## config.mk

```make
export PLATFORM = sky130hd
export DESIGN_NAME = rld
export DESIGN_NICKNAME = d
export VERILOG_FILES = /design/src/rtl/rld.sv
export SDC_FILE = /design/constraint.sdc
export NUM_CORES = 1
export LEC_CHECK = 0
export CAP_MARGIN = 25
export CELL_PAD_IN_SITES_DETAIL_PLACEMENT = 0
export CELL_PAD_IN_SITES_GLOBAL_PLACEMENT = 2
export CORE_AREA = 5 5 101 103
export DETAILED_ROUTE_END_ITERATION = 10
export DIE_AREA = 0 0 106 108
export GPL_TIMING_DRIVEN = 0
export PLACE_DENSITY = 0.85
export SLEW_MARGIN = 20
export SYNTH_ARGS = -nofsm -noshare
export SYNTH_HDL_FRONTEND = slang
export SYNTH_SLANG_ARGS = --single-unit
```

## constraint.sdc

```tcl
create_clock -name clk -period 2.4 [get_ports clk]
set_clock_uncertainty 0.2 [all_clocks]
set_input_delay 0.24 -clock clk [delete_from_list [all_inputs] [get_ports clk]]
set_output_delay 0.24 -clock clk [all_outputs]
set_load 0.01 [all_outputs]
```

## src/rtl/rld.sv

```systemverilog
// Run-length decoder: expands each {cnt, dat} word into cnt+1 beats of dat (one beat in bypass).
// Latency 1 cycle from input acceptance to first beat; input stalls while a run is emitted or output is blocked.
module rld #(
    parameter int CW = 4,
    parameter int DW = 8,
    parameter int SW = 32
) (
    input  logic              clk,
    input  logic              rst,
    input  logic              ctl_rst,
    input  logic              cfg_ena,
    input  logic [CW+DW-1:0]  sti_tdata,
    input  logic              sti_tlast,
    input  logic              sti_tvalid,
    output logic              sti_tready,
    output logic [DW-1:0]     sto_tdata,
    output logic              sto_tlast,
    output logic              sto_tvalid,
    input  logic              sto_tready,
    output logic [SW-1:0]     sts_cnt
);

    typedef enum logic {IDLE, RUN} state_t;

    state_t          state, state_nxt;
    logic [DW-1:0]   dat;
    logic [CW-1:0]   rem;
    logic            lst;
    logic            mode;
    logic            live;
    logic            word_end;
    logic            in_xfer;
    logic            out_xfer;

    // A bypass word always ends on its first beat, whatever was left in rem.
    assign word_end = (rem == '0) || !mode;
    assign in_xfer  = sti_tvalid & sti_tready;
    assign out_xfer = sto_tvalid & sto_tready;
    assign sto_tdata = dat;

    always_ff @(posedge clk or posedge rst) begin
        if (rst) begin
            state <= IDLE;
        end else begin
            state <= state_nxt;
        end
    end

    always_comb begin
        sto_tvalid = 1'b0;
        sto_tlast  = 1'b0;
        sti_tready = 1'b0;
        case (state)
            IDLE: begin
                sti_tready = live & ~ctl_rst;
            end
            RUN: begin
                sto_tvalid = 1'b1;
                sto_tlast  = lst & word_end;
                sti_tready = live & ~ctl_rst & word_end & sto_tready;
            end
            default: begin
                sti_tready = 1'b0;
            end
        endcase
    end

    always_comb begin
        state_nxt = state;
        if (ctl_rst) begin
            state_nxt = IDLE;
        end else begin
            case (state)
                IDLE: if (in_xfer) state_nxt = RUN;
                RUN:  if (out_xfer && word_end) state_nxt = in_xfer ? RUN : IDLE;
                default: state_nxt = IDLE;
            endcase
        end
    end

    // live holds off input acceptance for the first cycle after reset release.
    always_ff @(posedge clk or posedge rst) begin
        if (rst) begin
            live    <= 1'b0;
            dat     <= '0;
            rem     <= '0;
            lst     <= 1'b0;
            mode    <= 1'b0;
            sts_cnt <= '0;
        end else begin
            live <= 1'b1;
            if (ctl_rst) begin
                rem     <= '0;
                sts_cnt <= '0;
            end else begin
                if (in_xfer) begin
                    dat  <= sti_tdata[DW-1:0];
                    rem  <= cfg_ena ? sti_tdata[CW+DW-1:DW] : '0;
                    lst  <= sti_tlast;
                    mode <= cfg_ena;
                end else if (out_xfer && !word_end) begin
                    rem <= rem - CW'(1);
                end
                if (out_xfer) begin
                    sts_cnt <= sts_cnt + SW'(1);
                end
            end
        end
    end

endmodule

```

# Word-level counts from Yosys, hierarchy flattened

Cells that the tools add are included.

Register bits: 48
Bits in latches: 0
Memory bits (writable): 0
Bits in read-only memories: 0
Bits of input ports: 19
Word-level logic and storage cells: 39
Memories kept: 0

Add/subtract/negate cells: 2
Multiply operators: 0
Divide/modulo/power cells: 0
Order comparisons: 0
Equal/unequal tests: 0
Shifts and indexed selects: 0
Multiplexer cells: 13
Bitwise operators: 8
Reductions and logical operators: 9

Operators with widths:

| operator                | number |
|---|---|
| $mux W32                | 2 |
| $add A32 B1 Y32 const B | 1 |
| $mux W4                 | 4 |
| $and A1 B1 Y1           | 6 |
| $mux W1                 | 5 |
| $logic_not A4 Y1        | 1 |
| $pmux W1 S2             | 2 |
| $sub A4 B1 Y4 const B   | 1 |
| $reduce_bool A3 Y1      | 1 |
| $logic_and A1 B1 Y1     | 2 |
| $logic_not A1 Y1        | 2 |
| $not A1 Y1              | 2 |
| $reduce_and A2 Y1       | 1 |
| $reduce_bool A2 Y1      | 1 |
| $logic_or A1 B1 Y1      | 1 |

# Logic depth before layout (Yosys ltp)

Word-level depth: 10
Gate-level depth with buffers: 8
Mapped depth without buffers: 7

# Worst setup path before layout

Ideal clock, no wire load.

Path kind: register to register
Start point: register rem[0]
End point: register mode
Library setup time: 0.125 ns
Arrival time: 2.055 ns
Required time: 2.075 ns
Path slack: 0.020 ns
Stages on the path, launching flop included: 8
Path through: dfrtp_1 -> inv_1 -> ha_1 -> nand2_1 -> o311ai_2 -> nor3b_2 -> buf_2 -> mux2_2

Word-level cells in the longest chain between the ends: 7

RTL lines:

| what                               | RTL line | RTL |
|---|---|---|
| from (decl)                        | 27       | `logic [CW-1:0] rem;` |
| from (signal assigned)             | 98       | `rem <= cfg_ena ? sti_tdata[CW+DW-1:DW] : '0;` |
| from (signal assigned)             | 102      | `rem <= rem - CW'(1);` |
| $logic_not A4 Y1                   | 36       | `assign word_end = (rem == '0) \|\| !mode;` |
| $logic_or A1 B1 Y1                 | 36       |  |
| $and A1 B1 Y1 (2 in series)        | 60       | `sti_tready = live & ~ctl_rst & word_end & sto_tready;` |
| $pmux W1 S2                        | 53       | `case (state)` |
| $and A1 B1 Y1                      | 37       | `assign in_xfer = sti_tvalid & sti_tready;` |
| $reduce_and A2 Y1 (no source line) | --       |  |
| to (signal assigned)               | 100      | `mode <= cfg_ena;` |
| to (decl)                          | 29       | `logic mode;` |

No other way between the ends.
A chain may end at the register's enable or synchronous reset.

# Worst setup path in the final report

Start point: input ctl_rst
End point: output sti_tready

Word-level cells in the longest chain between the ends: 5

RTL lines:

| what                          | RTL line | RTL |
|---|---|---|
| from (decl)                   | 10       | `input logic ctl_rst,` |
| $not A1 Y1 (no source line) * | --       |  |
| $and A1 B1 Y1 *               | 55, 60   |  |
| $and A1 B1 Y1 (2 in series)   | 60       |  |
| $pmux W1 S2 *                 | 53       |  |
| to (decl)                     | 15       | `output logic sti_tready,` |

Mark *: on every way between the ends. The rest lies on a longest branch, timed or not.

==> impl_metrics.json <==
{
  "status": "finished, final reports clean",
  "tightest_slew_ns": 0.606,
  "seq_area_mm2": 0.00120,
  "wl_met3_um": 449,
  "num_vias": 2002,
  "synth_enable_flop_cells": 0,
  "yosysTopAreaCell": "dfrtp_1",
  "grt_pass1_wl_um": 10300,
  "finalSetupViolations": 0,
  "cts_tree": "done",
  "drv_cap": 0,
  "cp.arrival_ns": 1.85,
  "fin_crit_sh": 0.954,
  "power.leakage_nw": 1.29,
  "required_ns": 1.96,
  "fp.coreArea_mm2": 0.00911,
  "dieWidth_um": 106,
  "cp_slowest_cell": "clkdlybuf4s50_1",
  "firstDrtPassIters": 4,
  "cp_slowest_stage_delay_ns": 0.65,
  "synth_ff_type": "dfrtp_1",
  "met1Wirelength_um": 2780,
  "num-fill-cells": 920,
  "routed-wl-met2_um": 2860,
  "syn_to_final_growth_pct": 41.8,
  "setup_tns_ns": 0,
  "clockRootBuffer": "clkbuf_8",
  "fp.dieH_um": 108,
  "clkTransAtPathRegs_ns": 0.10,
  "synth_nets": 258,
  "timing.final.ws_setup_ns": 0.110,
  "ys_warn_count": 0,
  "timing.fmax_ghz": 0.437,
  "multi_input_area_mm2": 0.00118,
  "syn_inst": 236,
  "synth-seq-cells": 48,
  "final_max_slew_viol_count": 0,
  "port_buffers": 61,
  "fp-row-count": 35,
  "start_util": 0.266,
  "die-area_mm2": 0.0114,
  "hold_buffers": 0,
  "drt_iter0_drc": 39,
  "clock_sinks": 48,
  "synth_top_area_share": 0.497,
  "synthTopCellsByCount": "dfrtp_1 (48), nor2_1 (30), xnor2_1 (19), nand2_1 (16), nand3_1 (14)",
  "first_global_vias": 2075,
  "post-place-ws_ns": -0.577,
  "synth_area_mm2": 0.00242,
  "gp_congestion": 0.787,
  "power.density_mw_per_mm2": 563,
  "crit_fanout": 10,
  "wire_per_inst_um": 14.4,
  "top_layer": "met4",
  "vdd_ir_drop_max_v": 0.000336,
  "grt_usage": 0.110,
  "antenna_found_initial": 0,
  "hold_class": "primary input to async pin",
  "startpoint_type": "primary input",
  "grt_max_degree": 26,
  "synth.yosys.seq_area_share": 0.497,
  "htree_levels": 2,
  "drtAntennaViolNets": 0,
  "nets": 333,
  "drive_above_1_share": 0.170,
  "cp_cell_sequence": "clkdlybuf4s50_1 > clkbuf_2 > buf_2 > nor2_1 > dlygate4sd2_1",
  "p_total_mw": 1.93,
  "clock_latency_ns": 0.30,
  "io_pins": 62,
  "finalWirelength_um": 6110,
  "clock_path_buffers": 2,
  "yosys.cell_count.top_type": "dfrtp_1",
  "crit_type": "primary input to primary output",
  "avgSynthCellArea_um2": 10.2,
  "slew_headroom": 0.596,
  "crit_path_end_kind": "primary output",
  "viasPerCell": 4.73,
  "place_hpwl_um": 4340,
  "cts_buffers": 5,
  "async_flop_share": 1.00,
  "min_period_ns": 2.29,
  "drc": 0,
  "hold_viol": 0,
  "overflow": 0,
  "antenna_cells": 0,
  "ys_top_cells_by_area": "dfrtp_1 (50%), xnor2_1 (6.9%), mux2_2 (5.6%), nor2_1 (4.7%), nand3_1 (2.9%)",
  "yosysUniqueCellTypes": 35
}
==> layout by cell type (no fill, tap or decap), types with 4 or more instances in the layout <==
cell / instances
nor2_1: 30
a311oi_1: 5
nand2_1: 16
buf_4: 7
nand4_1: 5
xnor2_1: 19
nand3_1: 13
o21ai_0: 9
xor2_1: 6
inv_1: 5
mux2_2: 12
or3_1: 6
clkbuf_8: 5
dfrtp_1: 47
a21oi_1: 11
clkdlybuf4s50_1: 59
nor4_2: 4
==> metrics by stage <==
| step | cells | instance area [um^2] | utilization | hold slack (ns) |
|---|---|---|---|---|
| after CTS | 423 | 3400 | 0.373 | 0.113 |
| after global routing | 423 | 3430 | 0.377 | 0.136 |
| after floorplan | 236 | 2420 | - | 0.192 |
| final | 423 | 3430 | 0.377 | 0.102 |
| after global placement | 408 | 3170 | 0.348 | 0.289 |
| after detailed placement | 409 | 3190 | 0.350 | 0.296 |
==> critical path, delay by kind of cell <==
kind / cells / cell delay [ns]
and+or+nand+nor: 1 / 0.07
buffers and inverters: 4 / 1.53
==> metal layers <==
metal,vias to the layer above,track usage
li1,973,-
met4,0,0.0194
met5,-,0
met2,55,0.181
met1,972,0.143
met3,2,0.0370
==> where the power goes <==
group | total [mW] | internal (mW) | switching (mW)
sequential | 0.906 | 0.862 | 0.0448
clock | 0.715 | 0.420 | 0.296
combinational | 0.310 | 0.173 | 0.137
total | 1.93 | 1.45 | 0.477
==> state kept, by name (all words and copies together) (netlist names) <==
name and cells:
state 1, sto_tdata 8, live 1, lst 1
rem 4, sts_cnt 32, mode 1
==> logic make-up (layout without fill, tap and decap cells) <==
| family | Yosys count | in the layout | synth area share |
|---|---|---|---|
| simple gates | 99 | 99 | 0.229 |
| flops | 48 | 48 | 0.497 |
| compound gates | 30 | 30 | 0.0786 |
| xor+xnor | 25 | 25 | 0.0905 |
| buf+inv | 18 | 94 | 0.0321 |
| mux | 12 | 12 | 0.0559 |
| fa+ha+maj | 3 | 3 | 0.0155 |
| other cells | 1 | 1 | 0.00155 |
==> timing repair <==
action | CTS | global route
gates cloned | 0 | 0
setup buffers | 6 | 1
setup endpoints to repair | 20 | 21
resized for setup | 7 | 10
pin swaps | 1 | 1
==> final timing paths <==
kind                                           from                        to  slack, ns  cells after the start
max                                         ctl_rst                sti_tready       0.11                      5
min                                             rst    sts_cnt[2]$_DFFE_PP0P_       0.10                      2
max reg2reg                      rem[0]$_DFFE_PP0P_        rem[2]$_DFFE_PP0P_       0.14                      8
min reg2reg                sto_tdata[4]$_DFFE_PP0P_  sto_tdata[4]$_DFFE_PP0P_       0.31                      1
max in group asynchronous                       rst    sts_cnt[7]$_DFFE_PP0P_       1.38                      3
min in group clk                         sto_tready    sts_cnt[1]$_DFFE_PP0P_       0.16                      3
==> cell type report <==
type                            instances  share of cell area
Tap cell                              111              0.0405
Multi-Input combinational cell        170               0.345
Sequential cell                        48               0.351
Buffer                                  9              0.0139
Clock inverter                          3              0.0201
Timing Repair Buffer                   69               0.201
Clock buffer                            5              0.0201
Inverter                                8             0.00876
Power figures use the tool's default switching activity.
